===== src/rtl/fetch_seq_ctrl_pkg.sv =====
// Shared types and constants for the fetch sequencing controller.
package fetch_seq_ctrl_pkg;

  typedef enum logic [1:0] {
    IDLE  = 2'd0,
    WAIT  = 2'd1,
    HOLD  = 2'd2,
    FLUSH = 2'd3
  } state_e;

  localparam logic [15:0] DEFAULT_RESET_PC = 16'h3000;

endpackage


===== src/rtl/fetch_wait_timer.sv =====
// Saturating wait counter; 'expired' flags the cycle that completes the LIMIT-th wait.
module fetch_wait_timer #(
  parameter int unsigned LIMIT = 255
) (
  input  logic clock,
  input  logic reset_n,
  input  logic run,
  input  logic clr,
  output logic expired
);

  localparam int unsigned CW = $clog2(LIMIT + 1);

  logic [CW-1:0] cnt_q, cnt_d;

  always_comb begin
    cnt_d = cnt_q;
    if (clr) begin
      cnt_d = '0;
    end else if (run && (cnt_q != CW'(LIMIT))) begin
      cnt_d = cnt_q + CW'(1);
    end
  end

  // Asserted while the running count is about to reach (or already holds) LIMIT.
  assign expired = run && !clr && (cnt_q >= CW'(LIMIT - 1));

  always_ff @(posedge clock or negedge reset_n) begin
    if (!reset_n) begin
      cnt_q <= '0;
    end else begin
      cnt_q <= cnt_d;
    end
  end

endmodule


===== src/rtl/fetch_seq_ctrl.sv =====
// Fetch-stage sequencer: owns the PC, issues imem reads, presents words to decode,
// and squashes in-flight reads on redirect.
module fetch_seq_ctrl
  import fetch_seq_ctrl_pkg::*;
#(
  parameter int unsigned       ADDR_W      = 16,
  parameter int unsigned       DATA_W      = 16,
  parameter logic [ADDR_W-1:0] RESET_PC    = ADDR_W'(DEFAULT_RESET_PC),
  parameter int unsigned       TIMEOUT_CYC = 255
) (
  input  logic              clock,
  input  logic              reset_n,
  input  logic              fetch_en,
  input  logic              redirect_valid,
  input  logic [ADDR_W-1:0] redirect_pc,
  output logic              imem_req,
  output logic [ADDR_W-1:0] imem_addr,
  input  logic              imem_ack,
  input  logic [DATA_W-1:0] imem_rdata,
  output logic              inst_valid,
  input  logic              inst_ready,
  output logic [DATA_W-1:0] inst_data,
  output logic [ADDR_W-1:0] inst_pc,
  output logic [ADDR_W-1:0] inst_npc,
  output logic              busy,
  output logic              timeout_err,
  output state_e            dbg_state
);

  state_e            state_q, state_d;
  logic [ADDR_W-1:0] pc_q, pc_d;
  logic              req_q, req_d;
  logic [ADDR_W-1:0] addr_q, addr_d;
  logic              valid_q, valid_d;
  logic [DATA_W-1:0] data_q, data_d;
  logic [ADDR_W-1:0] ipc_q, ipc_d;
  logic [ADDR_W-1:0] inpc_q, inpc_d;
  logic              busy_q, busy_d;
  logic              err_q, err_d;

  logic              waiting;
  logic              hs;
  logic              timer_run;
  logic              timer_clr;
  logic              timer_expired;

  // Decode handshake: a word transfers on any cycle with inst_valid & inst_ready;
  // inst_valid never drops and inst_* never change until that happens (or a redirect).
  assign hs        = valid_q & inst_ready;
  assign waiting   = (state_q == WAIT) || (state_q == FLUSH);
  assign timer_run = waiting && !imem_ack;
  assign timer_clr = !timer_run;

  fetch_wait_timer #(
    .LIMIT(TIMEOUT_CYC)
  ) u_timer (
    .clock  (clock),
    .reset_n(reset_n),
    .run    (timer_run),
    .clr    (timer_clr),
    .expired(timer_expired)
  );

  always_comb begin
    state_d = state_q;
    pc_d    = pc_q;
    req_d   = req_q;
    addr_d  = addr_q;
    valid_d = valid_q;
    data_d  = data_q;
    ipc_d   = ipc_q;
    inpc_d  = inpc_q;
    err_d   = err_q | timer_expired;
    case (state_q)
      IDLE: begin
        if (redirect_valid) begin
          pc_d = redirect_pc;
        end else if (fetch_en) begin
          state_d = WAIT;
          req_d   = 1'b1;
          addr_d  = pc_q;
        end
      end
      WAIT: begin
        if (redirect_valid) begin
          pc_d = redirect_pc;
          if (imem_ack) begin
            state_d = IDLE;
            req_d   = 1'b0;
          end else begin
            state_d = FLUSH;
          end
        end else if (imem_ack) begin
          state_d = HOLD;
          req_d   = 1'b0;
          valid_d = 1'b1;
          data_d  = imem_rdata;
          ipc_d   = pc_q;
          inpc_d  = pc_q + ADDR_W'(1);
          pc_d    = pc_q + ADDR_W'(1);
        end
      end
      HOLD: begin
        // A redirect coinciding with the handshake still lets that word go.
        if (redirect_valid) begin
          pc_d    = redirect_pc;
          valid_d = 1'b0;
          state_d = IDLE;
        end else if (hs) begin
          valid_d = 1'b0;
          if (fetch_en) begin
            state_d = WAIT;
            req_d   = 1'b1;
            addr_d  = pc_q;
          end else begin
            state_d = IDLE;
          end
        end
      end
      FLUSH: begin
        if (redirect_valid) begin
          pc_d = redirect_pc;
        end
        if (imem_ack) begin
          state_d = IDLE;
          req_d   = 1'b0;
        end
      end
      default: state_d = IDLE;
    endcase
    busy_d = (state_d != IDLE);
  end

  always_ff @(posedge clock or negedge reset_n) begin
    if (!reset_n) begin
      state_q <= IDLE;
      pc_q    <= RESET_PC;
      req_q   <= 1'b0;
      addr_q  <= RESET_PC;
      valid_q <= 1'b0;
      data_q  <= '0;
      ipc_q   <= '0;
      inpc_q  <= '0;
      busy_q  <= 1'b0;
      err_q   <= 1'b0;
    end else begin
      state_q <= state_d;
      pc_q    <= pc_d;
      req_q   <= req_d;
      addr_q  <= addr_d;
      valid_q <= valid_d;
      data_q  <= data_d;
      ipc_q   <= ipc_d;
      inpc_q  <= inpc_d;
      busy_q  <= busy_d;
      err_q   <= err_d;
    end
  end

  assign imem_req    = req_q;
  assign imem_addr   = addr_q;
  assign inst_valid  = valid_q;
  assign inst_data   = data_q;
  assign inst_pc     = ipc_q;
  assign inst_npc    = inpc_q;
  assign busy        = busy_q;
  assign timeout_err = err_q;
  assign dbg_state   = state_q;

endmodule


===== config.mk =====
export PLATFORM = sky130hd
export DESIGN_NAME = fetch_seq_ctrl
export DESIGN_NICKNAME = d
export VERILOG_FILES = /design/src/rtl/fetch_seq_ctrl_pkg.sv /design/src/rtl/fetch_wait_timer.sv /design/src/rtl/fetch_seq_ctrl.sv
export SDC_FILE = /design/constraint.sdc
export NUM_CORES = 1
export LEC_CHECK = 0
export CAP_MARGIN = 20
export CORE_UTILIZATION = 44
export DETAILED_ROUTE_END_ITERATION = 10
export HOLD_SLACK_MARGIN = 0.08
export PLACE_DENSITY = 0.76
export SYNTH_ARGS = -nofsm -noshare
export SYNTH_HDL_FRONTEND = slang
export SYNTH_SLANG_ARGS = --single-unit

===== constraint.sdc =====
create_clock -name clock -period 1.85 [get_ports clock]
set_input_delay 0.2775 -clock clock [delete_from_list [all_inputs] [get_ports clock]]
set_output_delay 0.2775 -clock clock [all_outputs]
set_load 0.02 [all_outputs]

# Yosys cells after proc, flatten, opt, wreduce, memory -nomap -nowiden
# Index checks and enable logic that the tools add are counted.
# word_totals
output_inout_bits	70
input_bits	38
regBits	94
wordCells	79
# op_classes
eq_ne	14
bitwise_logic	3
order_cmp	1
addsub	2
mux	32
n_reduce_logical	16
# ops
operator	n
$mux W16	7
$pmux W16 S2	2
$add A16 B1 Y16 const B	1
$mux W2	8
$mux W8	2
$ne A2 B2 Y1 const B	6
$reduce_and A4 Y1	3
$mux W1	10
$add A8 B1 Y8 const B	1
$ge A8 B8 Y1 const B	1
$ne A8 B8 Y1 const B	1
$pmux W2 S4	1
$ne A3 B3 Y1 const B	2
$reduce_bool A2 Y1	3
$eq A2 B2 Y1 const B	2
$ne A2 B1 Y1 const B	2
$logic_and A1 B1 Y1	3
$pmux W1 S3	1
$reduce_and A3 Y1	1
$reduce_or A3 Y1	1
$eq A2 B1 Y1 const B	1
$logic_not A2 Y1	1
$pmux W1 S2	1
$reduce_and A2 Y1	1
other kinds (6)	6

# Depth between registers and ports, before layout
# Gate-level depths: netlist (run 1).
# logic_depth
word_depth	6
mapped_depth	6
depth_no_buf	5

# Hierarchy
# A second synthesis (run 1) with hierarchy kept.
# hier_totals
hier_cells	442
hier_area_um2	4438.0
# modules_own_cells
mod	area_per_inst_um2	seq_area_each_um2	n_inst	cells_each
fetch_seq_ctrl	3957.5	2157.1	1	392
fetch_wait_timer	480.5	200.2	1	50

# Worst setup path after synthesis (run 1)
# Ideal clock, no wire load.
# synth_timing
path_kind	register -> register
startpoint	register state_q[0] (netlist: dbg_state[0])
endpoint	register pc_q[15]
arrival_ns	1.820
required_ns	1.768
n_path_buf	1
synth_period_minus_slack_ns	1.902
slack_ns	-0.052
stages_incl_launch_ff	6
setup_ns	0.082
cell_sequence	dfrtp_1 buf_4 nand3b_4 or3_1 or4_1 a31oi_1
# synth_via
elab_chain_cells	4
word_cells_on_any_way	9
cone_classes	eq/ne: 5; mux: 1; reduce/logical: 3
# synth_rtl
element	line_no	rtl
from (decl)	fetch_seq_ctrl.sv:30	state_e state_q, state_d;
from (signal assigned)	fetch_seq_ctrl.sv:147	state_q <= state_d;
$eq A2 B2 Y1 / $logic_not A2 Y1 (equally long branches)	fetch_seq_ctrl.sv:74	case (state_q)
$reduce_or A3 Y1 (no source line)	-	
$ne A2 B1 Y1 (no source line)	-	
$reduce_and A2 Y1 (no source line)	-	
to (signal assigned)	fetch_seq_ctrl.sv:148	pc_q <= pc_d;
to (decl)	fetch_seq_ctrl.sv:31	logic [ADDR_W-1:0] pc_q, pc_d;
# Parallel ways exist; a longest one is shown, timed or not.
# A chain may end at the register's enable or synchronous reset.

# Final worst setup path (run 1)
# layout_timing
startpoint	register addr_q[12] (netlist: imem_addr[12])
endpoint	output imem_addr[12]
# layout_lines
element	line_no	rtl
from (decl)	fetch_seq_ctrl.sv:33	logic [ADDR_W-1:0] addr_q, addr_d;
from (signal assigned)	fetch_seq_ctrl.sv:150	addr_q <= addr_d;
to (decl)	fetch_seq_ctrl.sv:17	output logic [ADDR_W-1:0] imem_addr,
# No word-level cell between the ends.

==> results.md, run 1 <==
* Post-route design area at 0.00591 mm2
* Core Rows at 35
* CP peak stage delay at ~0.6 ns
* CTS tree: yes
* Pins Over Slew Limit at 0
* Final layout net count at approximately 600
* Die width at 100 um
* EDFF count, synth at 0
* HP Class: input port to async pin
* Power Dens Cells at 1300 mW/mm2
* Clk_lat worst skew at about 0.36 ns
* CTS max path bufs at 2
* Unique masters post-synth at between 50 and 60
* Final Wtd Congestion at 0.906
* Yosys top cell area share at 0.530
* Antenna Violating Nets Remaining at 0
* Clk Tree Root Cell: clkbuf_8
* Slew HR at 0.636
* Post-Syn Nets at ~470
* WP buf/inv at 1
* Total Power at 7.66 mW
* Crit path max-delay family: buffers and inverters
* Post-synth ARST share at 1.00
* Slowest CP cell: clkdlybuf4s50_1
* Total GRT Usage at 0.211
* Max Fclk at around 0.56 GHz
* Setup violators final at 0
* Startpoint class of the critical path: flop
* DR vias/cell at between 5 and 6
* Die Y at between 100 and 150 um
* WL/cell at roughly 15 um
* Worst-margin pin slew at 0.540 ns
* Synth Cell Area at approximately 0.0043 mm2
* HPWL after DPL at around 7600 um
* CTS Sinks at 94
* Critical path arrival at approximately 1.5 ns
* CP endpoint kind: output port
* Pre-CTS setup slack at -0.195 ns
* Post-Synthesis Cells at roughly 430
* Drt first pass iters at 4
* Initial antenna violation count at 0
* Antenna Cells at 0
* Synth Flop Type: dfrtp_1
* # placed instances at just under 700
* Setup TNS at 0 ns
* RSZ-0062 raised after global routing: no
* Vias at 3514
* Port bufs at around 110
* Final hold vios at 0
* Final Non-Filler Cells at between 600 and 700
* Yosys warnings at 0
* Die Area at just over 0.01 mm2
* Req. time, crit path at roughly 1.6 ns
* Worst path cell trace: clkdlybuf4s50_1
* Fillers at around 770
* Area post-placement at 0.00571 mm2
* TritonCTS Buffers at 9
* Residual DRC count at 0
* Clock slew at reported path FFs at around 0.10 ns
* Drt initial violations at 284
* FF+latch count, synth at 94
* Synthesis-to-finish area growth at 38.9%
* Max-cap violation count at 0
* H-Tree Depth at 3
* Hold_ws at 0.375 ns
* Core area at roughly 0.0093 mm2
* Status: completed
* Crit-path max FO at 2
* Syn_area_per_cell at between 9 and 10 um2
* Synth area leader: dfrtp_1
* Proportion of synthesized chip area in sequential cells at 0.554
* First-pass GRT wire length at approximately 17000 um
* I/O pin total at 108
* Final wirelength at between 10000 and 15000 um
* GR Overflow Total at 0
* Setup CP Type: flop to output port
* Largest net degree at the start of global routing at 50
* Layout Skew at between 0.01 and 0.015 ns
* Initial core utilization at 0.458
* Fin crit share at 0.972
* Synth area leaders: dfrtp_1 53%, nand2_1 12%, xnor2_1 4.3%, mux2_2 4.2%, o21ai_0 3.4%
* Leakage at approximately 2.6 nW
* Peak VDD IR at 525 uV
* Final design utilization at 0.636
* Min Clock Period, post-route at roughly 1.8 ns
* Vias in the first global route at between 3000 and 4000
* Share of cells above drive strength 1 at 0.152
* Setup slack after layout at approximately 0.052 ns
## power breakdown
group	switching [mW]	leakage (nW)	internal [mW]
Clock	0.756	0.0842	0.505
Combinational	1.64	1.34	1.62
Sequential	0.408	1.17	2.74
Total	2.80	2.59	4.86
## timing repair
action | in CTS | in global routing
endpoints found under the setup margin | 0 | 6
gates resized for setup | 0 | 2
hold endpoints to repair | 26 | 0
hold buffers | 1 | 0
buffers inserted | 0 | 0
## flip-flops by register name, summed over array words and instances (netlist names)
name and cells:
busy 1, dbg_state 2, imem_addr 16, imem_req 1
inst_data 16, inst_npc 16, inst_pc 16, inst_valid 1
pc_q 16, timeout_err 1, u_timer.cnt_q 8
## logic make-up (layout without fill, tap and decap cells)
kind of cell | count (synthesis) | count (layout) | synth area share
AO/OA/AOI/OAI | 60 | 60 | 0.0833
XOR/XNOR | 23 | 23 | 0.0474
adder cells (fa/ha/maj) | 3 | 3 | 0.00883
buffers and inverters | 32 | 166 | 0.0365
flip-flops | 94 | 94 | 0.554
multiplexers | 18 | 18 | 0.0471
AND/OR/NAND/NOR | 203 | 203 | 0.223
## synth_stat cells (3+ instances only)
library cell / n
nand2_1: 131
dfrtp_1: 90
o21ai_0: 29
xnor2_1: 21
mux2_2: 16
clkbuf_1: 14
nor2_1: 14
nor3_1: 9
a31oi_1: 8
nand3_1: 7
buf_4: 6
nand4_1: 6
nor4_1: 6
o21ai_1: 6
and3_1: 5
buf_2: 4
dfstp_2: 4
inv_1: 4
or3_1: 4
a21oi_1: 3
ha_1: 3
or4_1: 3
## cell type report
class,instances,area [um2],area share
Timing Repair Buffer,145,1420,0.241
Inverter,5,18.8,0.00318
Multi-Input combinational cell,307,1770,0.299
Clock buffer,9,124,0.0210
Sequential cell,94,2360,0.399
Tap cell,129,161,0.0273
Clock inverter,7,56.3,0.00953
## metal layers
metal | GRT usage | part of all wire | vias up
met2 | 0.342 | 0.48 | 93
met1 | 0.289 | 0.46 | 1693
met4 | 0.0736 | 0.011 | 0
met5 | 0 | 0 | -
li1 | - | - | 1719
met3 | 0.0348 | 0.045 | 9
## placed cells by master, fill, tap and decap left out, types with 6 or more instances in the layout
master,Yosys,routed
nand2_1,131,131
clkdlybuf4s50_1,0,105
dfrtp_1,90,88
buf_4,6,33
o21ai_0,29,29
xnor2_1,21,21
mux2_2,16,16
nor2_1,14,14
nor3_1,9,9
clkbuf_8,0,9
a31oi_1,8,8
nand4_1,6,6
nor4_1,6,6
nand3_1,7,6
o21ai_1,6,6
## worst paths after layout
| check | startpoint | to | slack, ns | cells after the start |
|---|---|---|---|---|
| hold reg to reg | inst_npc[15] | inst_npc[15] | 0.48 | 2 |
| setup reg to reg | pc_q[12] | inst_npc[13] | 0.12 | 4 |
| max in group asynchronous | reset_n | pc_q[12] | 0.84 | 3 |
| hold / removal | reset_n | inst_npc[1] | 0.38 | 2 |
| min in group clock | imem_rdata[9] | inst_data[9] | 0.43 | 3 |
| setup / recovery | imem_addr[12] | imem_addr[12] | 0.05 | 1 |
Power figures use the tool's default switching activity.
==> inputs of run 2 (changes only) <==
- GPL_ROUTABILITY_DRIVEN: default -> 0
==> results of run 2 <==
The final DEF is identical to that of run 1; final timing and power are the same.
==> inputs of run 3 (changes only) <==
- CORE_MARGIN: default -> 2
==> run 3 against run 2 <==
Compared with the run above: register-to-register slack lost 0.05 ns; critical endpoint is now dbg_state[1]; largest cell class unchanged; final area increased by 0.23%; critical path type unchanged; via count increased by 1.1%.
==> results.md, run 3 (synthesis gave the netlist of run 1 again) <==
* Min Clock Period, post-route at between 1.5 and 2 ns
* RSZ-0062 raised after global routing: no
* Worst Hold Depth at 3
* CTS max path bufs at 2
* Initial antenna violation count at 0
* Clock slew at reported path FFs at around 0.090 ns
* CTS Sinks at 94
* Fillers at 758
* Hold Crit Start: imem_rdata[1]
* First-pass GRT wire length at between 15000 and 20000 um
* Synthesis-to-finish area growth at 39.2%
* WP buf/inv at 2
* Commonest non-fill, non-tap cell in the layout: nand2_1
* Drt initial violations at 201
* Sw power at between 2 and 3 mW
* Req. time, crit path at approximately 1.6 ns
* Setup CP Type: flop to output port
* HPWL after DPL at slightly below 8000 um
* Crit path max-delay family: buffers and inverters
* Die Area at ~0.010 mm2
* Number of setup buffers added after CTS at 0
* Startpoint class of the critical path: flop
* DR vias/cell at between 5 and 6
* Die Y at roughly 100 um
* Status: completed
* Final wirelength at approximately 10000 um
* Power share of the sequential group at 0.413
* RR Endpoint: pc_q[15]
* Layout Skew at between 0.01 and 0.015 ns
* Proportion of power drawn by combinational gates at 0.427
* TritonCTS Buffers at 9
* Hold_ws at between 0.4 and 0.5 ns
* Die width at between 100 and 150 um
* Setup violators final at 0
* Vias in the first global route at between 3000 and 4000
* WL/cell at between 10 and 15 um
* Largest net degree at the start of global routing at 95
* Max-cap violation count at 0
* R2r startpoint: pc_q[12]
* Crit-path max FO at 8
* Final layout net count at 603
* Slew HR at 0.661
* Clk Tree Root Cell: clkbuf_8
* H-Tree Depth at 3
* Clk_lat worst skew at ~0.35 ns
* Leakage at around 2.6 nW
* CP peak stage delay at about 0.62 ns
* CP endpoint kind: output port
* Slowest CP cell: clkdlybuf4s50_1
* CTS tree: yes
* Total Power at between 7 and 8 mW
* Worst path cell trace: buf_4, clkdlybuf4s50_1
* Vias at between 3000 and 4000
* Total GRT Usage at 0.204
* Core area at between 0.009 and 0.01 mm2
* I/O pin total at around 110
* Initial core utilization at 0.456
* Critical path arrival at 1.50 ns
* Critical path depth at 2
* Antenna Cells at 0
* Port bufs at between 100 and 150
* Power Dens Cells at between 1000 and 1500 mW/mm2
* Sw frac at 0.363
* FF-to-FF setup slack at ~0.071 ns
* Share of cells above drive strength 1 at 0.152
* Cell count of the worst reg-to-reg path at 4
* GR Overflow Total at 0
* Max Fclk at ~0.56 GHz
* P_int at between 4 and 5 mW
* Final design utilization at 0.635
* Drt first pass iters at 5
* Core Rows at 35
* Pins Over Slew Limit at 0
* Hold endpoint: inst_data[1]
* Residual DRC count at 0
* Clk pwr share at 0.160
* Final hold vios at 0
* Commonest non-fill, non-tap cells in the layout: 131 x nand2_1, 105 x clkdlybuf4s50_1, 88 x dfrtp_1
* HP Class: input port to flop
* Setup TNS at 0 ns
* Peak VDD IR at about 640 uV
* Antenna Violating Nets Remaining at 0
* Fin crit share at 0.962
* Worst-margin pin slew at slightly above 0.5 ns
## run 3: per-stage QoR
step | instances | area [um2] | setup slack [ns]
global route | 696 | 5920 | 0.000782
global placement | 679 | 5720 | -0.198
detailed placement | 679 | 5720 | -0.238
floorplan | 433 | 4260 | 0.00597
CTS | 696 | 5910 | 0.0158
finish | 696 | 5920 | 0.0711
## run 3: final cells by class
type                            count  area [um2]  share of cell area
Inverter                            5        18.8             0.00317
Multi-Input combinational cell    307        1770               0.299
Sequential cell                    94        2360               0.399
Timing Repair Buffer              145        1430               0.242
Clock buffer                       10         128              0.0216
Clock inverter                      6        47.5             0.00803
Tap cell                          129         161              0.0273
## run 3: power by group through the flow
stage	Clock [mW]	Combinational, mW	Sequential (mW)
after floorplan	0	0.757	3.94
after global placement	0	3.22	3.18
after detailed placement	0	3.28	3.21
after CTS	1.25	3.30	3.17
after global routing	1.34	3.50	3.25
final	1.22	3.26	3.16
## run 3: worst reg2reg max path, stage by stage, from the launching register on
cell and delay [ns]:
dfstp_2 0.54, clkinv_1 0.07, or3_4 0.42, or4_1 0.51, a31oi_1 0.18
## run 3: routing by layer
metal / track usage / wire [um] / part of all wire / up-vias
met5: 0 / 0 / 0 / -
met3: 0.0369 / 501 / 0.049 / 17
li1: - / - / - / 1719
met4: 0.0667 / 169 / 0.016 / 0
met2: 0.325 / 5070 / 0.49 / 102
met1: 0.283 / 4560 / 0.44 / 1715
## run 3: timing repair
item                                   CTS  global route
hold buffers                             1             0
setup endpoints to repair                0             9
gates resized for setup                  0             3
endpoints found under the hold margin   90             0
## run 3: worst max-delay path by stage
stage,endpoint,slack (ns),from
after floorplan,pc_q[15],0.006,dbg_state[0]
after global placement,pc_q[15],-0.20,imem_ack
after detailed placement,pc_q[15],-0.24,imem_ack
after CTS,dbg_state[0],0.02,dbg_state[0]
after global routing,pc_q[15],0.0008,pc_q[12]
final,dbg_state[1],0.07,dbg_state[1]
